**src/rtl/alu_pkg.sv**
```systemverilog
// Shared types and constants for the ALU command issuer.
// The tagged command layout is selected by ALU_ISSUE_TAG_EN.
package alu_pkg;

  localparam int ALU_W     = 32;
  localparam int ALU_TAG_W = 4;

  localparam logic [2:0] OP_ADD  = 3'b000;
  localparam logic [2:0] OP_SUB  = 3'b001;
  localparam logic [2:0] OP_AND  = 3'b010;
  localparam logic [2:0] OP_OR   = 3'b011;
  localparam logic [2:0] OP_XOR  = 3'b100;
  localparam logic [2:0] OP_SHL  = 3'b101;
  localparam logic [2:0] OP_NOT  = 3'b110;
  localparam logic [2:0] OP_PASS = 3'b111;

  typedef enum logic [1:0] {IDLE, WAIT, HOLD} state_t;

  typedef struct packed {
    logic [2:0]       op;
    logic [ALU_W-1:0] a;
    logic [ALU_W-1:0] b;
`ifdef ALU_ISSUE_TAG_EN
    logic [ALU_TAG_W-1:0] tag;
`endif
  } cmd_t;

endpackage

```
**src/rtl/alu_cmd_fifo.sv**
```systemverilog
// Synchronous command FIFO with a registered occupancy count.
// No pop-through: a full FIFO refuses pushes even when popping in the same edge.
module alu_cmd_fifo #(
  parameter int DEPTH   = 4,
  parameter int ENTRY_W = 8
) (
  input  logic               clk,
  input  logic               rst,
  input  logic               push,
  input  logic               pop,
  input  logic [ENTRY_W-1:0] din,
  output logic [ENTRY_W-1:0] dout,
  output logic               full,
  output logic               empty
);

  localparam int AW = $clog2(DEPTH);
  localparam logic [AW:0] FULL_CNT = (AW+1)'(DEPTH);

  logic [ENTRY_W-1:0] mem [DEPTH];
  logic [AW-1:0]      wptr;
  logic [AW-1:0]      rptr;
  logic [AW:0]        count;
  logic               do_push;
  logic               do_pop;

  assign do_push = push && !full;
  assign do_pop  = pop && !empty;
  assign full    = (count == FULL_CNT);
  assign empty   = (count == '0);
  assign dout    = mem[rptr];

  // Pointers wrap naturally because DEPTH is a power of two.
  always_ff @(posedge clk or posedge rst) begin
    if (rst) begin
      wptr  <= '0;
      rptr  <= '0;
      count <= '0;
    end else begin
      if (do_push) wptr <= wptr + 1'b1;
      if (do_pop)  rptr <= rptr + 1'b1;
      case ({do_push, do_pop})
        2'b10:   count <= count + 1'b1;
        2'b01:   count <= count - 1'b1;
        default: count <= count;
      endcase
    end
  end

  always_ff @(posedge clk) begin
    if (do_push) mem[wptr] <= din;
  end

endmodule

```
**src/rtl/alu_cmd_issuer.sv**
```systemverilog
// Feeds a registered ALU one command at a time from a FIFO and returns results
// on a valid/ready port. Optional sequence tags: define ALU_ISSUE_TAG_EN.
module alu_cmd_issuer
  import alu_pkg::*;
#(
  parameter int W       = ALU_W,
  parameter int DEPTH   = 4,
  parameter int ALU_LAT = 1,
  parameter int TAG_W   = ALU_TAG_W
) (
  input  logic         clk,
  input  logic         rst,
  input  logic         in_valid,
  output logic         in_ready,
  input  logic [2:0]   in_op,
  input  logic [W-1:0] in_a,
  input  logic [W-1:0] in_b,
  output logic [2:0]   alu_op,
  output logic [W-1:0] alu_a,
  output logic [W-1:0] alu_b,
  input  logic [W-1:0] alu_o,
  output logic         res_valid,
  input  logic         res_ready,
  output logic [W-1:0] res_data,
  output logic [2:0]   res_op
`ifdef ALU_ISSUE_TAG_EN
  ,
  output logic [TAG_W-1:0] res_tag
`endif
);

  localparam int CNT_W = $clog2(ALU_LAT + 1);
  localparam logic [CNT_W-1:0] CNT_INIT = CNT_W'(ALU_LAT);

  if (W != ALU_W) begin : g_width_check
    $error("alu_cmd_issuer: W must equal alu_pkg::ALU_W");
  end

  cmd_t             cmd_in;
  cmd_t             head;
  logic             fifo_full;
  logic             fifo_empty;
  logic             push;
  logic             pop;
  state_t           state;
  logic [CNT_W-1:0] cnt;

  assign in_ready = !fifo_full;
  assign push     = in_valid && !fifo_full;
  // Every pop is an issue: from IDLE, or from HOLD on the result handshake.
  assign pop      = !fifo_empty && ((state == IDLE) || (state == HOLD && res_ready));

`ifdef ALU_ISSUE_TAG_EN
  logic [TAG_W-1:0] tag_cnt;
  logic [TAG_W-1:0] tag_p0;

  always_ff @(posedge clk or posedge rst) begin
    if (rst) tag_cnt <= '0;
    else if (push) tag_cnt <= tag_cnt + 1'b1;
  end

  assign cmd_in = '{op: in_op, a: in_a, b: in_b, tag: tag_cnt};
`else
  assign cmd_in = '{op: in_op, a: in_a, b: in_b};
`endif

  alu_cmd_fifo #(
    .DEPTH  (DEPTH),
    .ENTRY_W($bits(cmd_t))
  ) u_fifo (
    .clk  (clk),
    .rst  (rst),
    .push (push),
    .pop  (pop),
    .din  (cmd_in),
    .dout (head),
    .full (fifo_full),
    .empty(fifo_empty)
  );

  // Issue stage: ALU inputs change only on an issue edge.
  always_ff @(posedge clk or posedge rst) begin
    if (rst) begin
      alu_op <= '0;
      alu_a  <= '0;
      alu_b  <= '0;
`ifdef ALU_ISSUE_TAG_EN
      tag_p0 <= '0;
`endif
    end else if (pop) begin
      alu_op <= head.op;
      alu_a  <= head.a;
      alu_b  <= head.b;
`ifdef ALU_ISSUE_TAG_EN
      tag_p0 <= head.tag;
`endif
    end
  end

  // Sequencing and result capture stage.
  always_ff @(posedge clk or posedge rst) begin
    if (rst) begin
      state     <= IDLE;
      cnt       <= '0;
      res_valid <= 1'b0;
      res_data  <= '0;
      res_op    <= '0;
`ifdef ALU_ISSUE_TAG_EN
      res_tag   <= '0;
`endif
    end else begin
      case (state)
        IDLE: begin
          if (pop) begin
            cnt   <= CNT_INIT;
            state <= WAIT;
          end
        end
        WAIT: begin
          if (cnt != '0) begin
            cnt <= cnt - 1'b1;
          end else begin
            res_data  <= alu_o;
            res_op    <= alu_op;
`ifdef ALU_ISSUE_TAG_EN
            res_tag   <= tag_p0;
`endif
            res_valid <= 1'b1;
            state     <= HOLD;
          end
        end
        HOLD: begin
          if (res_ready) begin
            res_valid <= 1'b0;
            if (pop) begin
              cnt   <= CNT_INIT;
              state <= WAIT;
            end else begin
              state <= IDLE;
            end
          end
        end
        default: state <= IDLE;
      endcase
    end
  end

endmodule

```
**config.mk**
```make
export PLATFORM = sky130hd
export DESIGN_NAME = alu_cmd_issuer
export DESIGN_NICKNAME = d
export VERILOG_FILES = /design/src/rtl/alu_pkg.sv /design/src/rtl/alu_cmd_fifo.sv /design/src/rtl/alu_cmd_issuer.sv
export SDC_FILE = /design/constraint.sdc
export NUM_CORES = 1
export LEC_CHECK = 0
export ABC_CLOCK_PERIOD_IN_PS = 4100
export CAP_MARGIN = 20
export CORE_MARGIN = 8
export CORE_UTILIZATION = 56
export CTS_BUF_LIST = sky130_fd_sc_hd__clkbuf_8
export DETAILED_ROUTE_END_ITERATION = 10
export PLACE_DENSITY = 0.82
export SYNTH_ARGS = -nofsm -noshare
export SYNTH_HDL_FRONTEND = slang
export SYNTH_SLANG_ARGS = --single-unit
export TNS_END_PERCENT = 20
```
**constraint.sdc**
```tcl
create_clock -name clk -period 4.1 [get_ports clk]
set_input_delay 0.82 -clock clk [delete_from_list [all_inputs] [get_ports clk]]
set_output_delay 0.82 -clock clk [all_outputs]
set_load 0.05 [all_outputs]
```
# == Yosys cells after proc, flatten, opt, wreduce, memory -nomap -nowiden ==
# Memory sizes are Yosys's and may differ from the RTL's. A register that Yosys moved wholly into a read port is not among the register bits.
# Cells that the tools add are included.
# word_totals
regBits,46
ramBits,268
input_bits,103
wordCells,55
n_memories,1
# memory_table
name,words,word_bits,rd,rd_ports_with_merged_regs,wr,line,text
u_fifo.mem,4,67,1,1,1,alu_cmd_fifo.sv:20,logic [ENTRY_W-1:0] mem [DEPTH];
# classes
n_addsub,5
eq_ne,8
muxes,15
n_bitwise,1
reduce_logical,17
# op_table
operator,n
$mux W1,8
$mux W2,3
$pmux W2 S3,1
$pmux W3 S2,1
$reduce_and A3 Y1,2
$logic_and A1 B1 Y1,5
$add A2 B1 Y2 const B,2
$eq A2 B1 Y1 const B,2
$eq A2 B2 Y1 const B,2
$ne A2 B2 Y1 const B,2
$reduce_and A2 Y1,2
$reduce_bool A2 Y1,2
$add A3 B1 Y3 const B,1
$eq A3 B3 Y1 const B,1
$logic_not A3 Y1,1
$pmux W1 S3,1
$reduce_bool A3 Y1,1
$sub A3 B1 Y3 const B,1
$logic_not A1 Y1,2
$logic_not A2 Y1,1
$ne A2 B1 Y1 const B,1
$pmux W1 S2,1
$logic_or A1 B1 Y1,1
$not A1 Y1,1
$sub A1 B1 Y1 const B,1

# == Longest topological paths before layout ==
# logic_depth
ltp_word,7
ltp_mapped,9

# == Modules after synthesis ==
# A second synthesis with hierarchy kept.
# hier_totals
cells_unflattened,627
hier_area_um2,14109.8
# by_module_without_submodules
mod,n_inst,cells_per_inst,area_per_inst_um2,seq_area_each_um2
alu_cmd_fifo,1,389,10097.2,8222.9
alu_cmd_issuer,1,238,4012.6,2652.5

# == Worst setup path before layout ==
# No wires, ideal clock.
# synth_timing
path_kind,reg2reg
startpoint,reg u_fifo.count[2]
endpoint,mem u_fifo.mem[0][0] (netlist bit) (enable)
setup_time_ns,0.433
arrival_time_ns,2.602
t_required_ns,3.667
setup_slack_ns,1.065
path_stages_with_launch,3
n_path_buf,0
synth_period_minus_slack_ns,3.035
path_cell_list,dfrtp_1 > or3b_1 > and3_1
# synth_via
elab_chain_len,6
# synth_rtl
item,line,text
from (decl),alu_cmd_fifo.sv:23,logic [AW:0] count;
from (signal assigned),alu_cmd_fifo.sv:43,2'b10: count <= count + 1'b1;
from (signal assigned),alu_cmd_fifo.sv:44,2'b01: count <= count - 1'b1;
from (signal assigned),alu_cmd_fifo.sv:45,default: count <= count;
$eq A3 B3 Y1 *,alu_cmd_fifo.sv:29,assign full = (count == FULL_CNT);
$logic_not A1 Y1 *,n/a,
net in_ready,alu_cmd_issuer.sv:14,"output logic in_ready,"
$logic_and A1 B1 Y1,alu_cmd_issuer.sv:49,assign push = in_valid && !fifo_full;
$logic_and A1 B1 Y1 *,alu_cmd_fifo.sv:27,assign do_push = push && !full;
$mux W1 *,alu_cmd_fifo.sv:51,if (do_push) mem[wptr] <= din;
$mux W1 (implied by the code) *,alu_cmd_fifo.sv:51,
to (decl),alu_cmd_fifo.sv:20,
# Mark *: on every way through the listed nets, which the timed path passes. The rest lies on a longest branch.

# == Final worst setup path ==
# layout_timing
startpoint,reg u_fifo.count[0]
endpoint,out in_ready
# layout_via
elab_chain_len,2
# layout_rtl
item,line,text
$eq A3 B3 Y1,alu_cmd_fifo.sv:29,
$logic_not A1 Y1,alu_cmd_issuer.sv:48,assign in_ready = !fifo_full;
to (decl),alu_cmd_issuer.sv:14,
# No other way between the ends.

==> reports/metrics.csv <==
stage;metric;value;unit
floorplan;vert_die_dim;174;um
place;pre_cts_ws;1040;ps
timing;post-route-period-util;0.741;
place;gp_congestion;0.781;
global_routing;grt_first_pass_wirelength;43100;um
synth;synth_common_cells;edfxtp_1 (268), dfrtp_1 (113), mux2_2 (96);
cts;cts_hold_buf;0;
synth;post_synth_instance_area;14000;um^2
floorplan;dieArea;30400;um^2
place;port_buffers;206;
hold_path;min-delay-start;alu_a[29]$_DFFE_PP0P_;
synth;mappedNetlistNets;728;
synth;synth.distinct_cells;30;
timing;fin_tns_setup;0;ps
setup_path;worstReg2RegEnd;u_fifo.count[2]$_DFFE_PP0P_;
detailed_routing;detail_route.iter0.violations;346;
timing;finalHoldViolCount;0;
setup_path;reg2reg_slack;1750;ps
timing;timing.max_slew.rel_slack;0.279;
cts;clock_tree.buffer_depth;3;
global_routing;number_of_antenna_violations_at_the_first_check_in_global_routing;0;
detailed_routing;drt_pass1_iterations;4;
finish;final_cell_count_no_fill;1245;
cts;clock_insertion_delay_worst_skew;580;ps
cts;cts.repair.resized;0;
detailed_routing;drc_errors_left;0;
setup_path;crit_path_end_kind;primary output;
synth;most_common_cell_in_the_synthesized_netlist;edfxtp_1;
detailed_routing;totalWireLength;27200;um
floorplan;pin_count;207;
global_routing;global_route.usage.met3;0.0477;
finish;fillers;1510;
global_routing;via_count_of_the_first_global_routing_pass;7782;
flow_run;maxCapViolations;0;
finish;design_area;17600;um^2
cts;cts.sinks;381;
hold_path;whs_endpoint;alu_a[29]$_DFFE_PP0P_;
setup_path;cp_cell_sequence;or3b_1 > clkdlybuf4s50_1;
finish;diode_insertion_count_for_antenna_repair;0;
synth;synth_top_cell_area_share;0.573;
setup_path;startpoint_type;flip-flop;
finish;syn2layout_area_growth;25.2;%
synth;synthTopCellsByArea;edfxtp_1 (57%), dfrtp_1 (20%), mux4_2 (11%), mux2_2 (7.7%), mux2_4 (0.86%);
timing;tightest_slew;1080;ps
cts;cts_setup_buffers;0;
floorplan;start_util;0.564;
hold_path;hold_path_depth;1;
cts;clock_tree.root_cell;clkbuf_8;
detailed_routing;vias;6805;
synth;synth.yosys.warnings;0;
detailed_routing;final_antenna_net_count;0;
setup_path;highest_net_fanout_along_the_worst_path;6;
setup_path;worst_setup_path_category;reg -> out;
status;status;complete, no violations;
power_and_ir_drop;cellPowerDensity;853;nW/um^2
cts;numCtsBuffers;59;
global_routing;grt_busiest_layer;met2;
finish;multi_input_comb_area;3010;um^2
timing;setup_skew_after_layout;16.4;ps
timing;fin_crit;3040;ps
global_routing;grt_overflow;0;
cts;cts_tree;built;
synth;syn_avg_cell_area;22.7;um^2
cts;worst_setup_hold_path_clk_slew;60;ps
floorplan;die_w;174;um
global_routing;global_route.usage.total;0.180;
floorplan;core_area;24900;um^2
setup_path;critical-path-max-stage-delay;750;ps
timing;timing.final.max_slew_violations;0;
detailed_routing;avgRoutedWirePerCell;21.9;um
finish;fraction_of_layout_cells_with_a_size_suffix_above_1;0.295;
timing;fmax;0.329;GHz
timing;hold-worst-slack;505;ps
setup_path;cell_at_the_slowest_stage_of_the_critical_path;clkdlybuf4s50_1;
synth;synthCells;619;
global_routing;grt_start_max_net_pins;69;
synth;seq_area_frac_synth;0.774;
global_routing;grt_use_met1;0.223;
synth;synthFlopType;edfxtp_1;
power_and_ir_drop;vdd_ir_drop_max;0.521;mV
timing;setup_ws;1060;ps
setup_path;timing.rr.start;u_fifo.count[0]$_DFFE_PP0P_;
timing;rsz0062_at_grt;false;
detailed_routing;vias_per_cell;5.47;
global_routing;use_met2;0.308;
place;placedInstanceArea;16500;um^2
finish;sequential_cell_area;10900;um^2
finish;num-nets-final;973;
synth;post_synthesis_sequential_element_count;381;
place;post-dp-hpwl;16500;um
synth;synth-edff-count;268;
setup_path;arrival;2220;ps
cts;cts_max_level;2;
floorplan;rows;58;
synth;synthArstFlopShare;0.297;
setup_path;reg2reg_depth;9;
place;placed_cells;1133;
synth;synth_top_cell_by_area;edfxtp_1;
setup_path;critPathRequiredTime;3280;ps
hold_path;min_path_type;reg -> reg;
power_and_ir_drop;p_leak;6.27;nW
timing;setup_violations;0;
[routing by layer]
metal	vias up	routed length, um
met5	-	0
met4	0	428
met3	38	1860
met2	229	13800
met1	3550	11100
li1	2988	-
[area by class of cell]
class,count,area share
Clock inverter,45,0.0117
Tap cell,330,0.0235
Inverter,8,0.00185
Sequential cell,381,0.619
Multi-Input combinational cell,204,0.171
Timing Repair Buffer,210,0.120
Clock buffer,67,0.0524
[worst max-delay path by stage]
stage	slack, ps	depth (start not counted)	startpoint	to
detailed placement	1040	10	res_ready	u_fifo.count[2]$_DFFE_PP0P_
CTS	1010	2	u_fifo.count[0]$_DFFE_PP0P_	in_ready
global placement	1070	10	res_ready	u_fifo.count[2]$_DFFE_PP0P_
floorplan	290	1	rst	alu_a[0]$_DFFE_PP0P_
finish	1060	2	u_fifo.count[0]$_DFFE_PP0P_	in_ready
global route	950	2	u_fifo.count[0]$_DFFE_PP0P_	in_ready
[registers in the layout (all words and copies together) (netlist names)]
signal and flops:
alu_a 32, alu_b 32, alu_op 3, cnt 1
res_data 32, res_op 3, res_valid 1, state 2
u_fifo.count 3, u_fifo.mem 268, u_fifo.rptr 2, u_fifo.wptr 2
[through the flow]
step	power, W	utilization
floorplan	0.0103	-
global placement	0.0120	0.661
detailed placement	0.0123	0.661
CTS	0.0152	0.706
global route	0.0157	0.706
finish	0.0150	0.706
[critical path: cells and delay by family (launching register included)]
kind / cells / cell delay (ps)
and+or+nand+nor: 1 / 490
buffers and inverters: 1 / 750
DFF: 1 / 410
[kinds of logic (layout without fill, tap and decap cells)]
family                     count (synthesis)  in the layout  share of synthesized area
DFF                                      381            381                      0.774
muxes                                    172            172                      0.194
buffers and inverters                     34            330                     0.0136
and+or+nand+nor                           17             17                    0.00722
adders and majority gates                  6              6                    0.00588
xor gates and xnor gates                   6              6                    0.00374
AOI/OAI and AO/OA                          3              3                    0.00143
[placed cells by master, fill, tap and decap left out, types with 4 or more instances in the layout]
cell type	synthesis	final
mux2_2	96	96
clkbuf_8	0	67
edfxtp_1	268	268
ha_1	5	5
xor2_1	4	4
dfrtp_1	113	111
and3_4	0	4
mux2_4	8	8
clkinv_1	0	10
mux4_2	67	67
clkdlybuf4s50_1	0	206
clkinv_2	0	14
clkinvlp_4	0	4
inv_1	8	23
nor2_1	4	4
[power by group]
part / switching, W / internal [W] / leakage (nW) / total (W)
registers: 0.000762 / 0.00536 / 3.77 / 0.00612
clock network: 0.00140 / 0.00151 / 0.642 / 0.00291
logic: 0.00336 / 0.00262 / 1.85 / 0.00598
(Power assumes the default switching activity.)
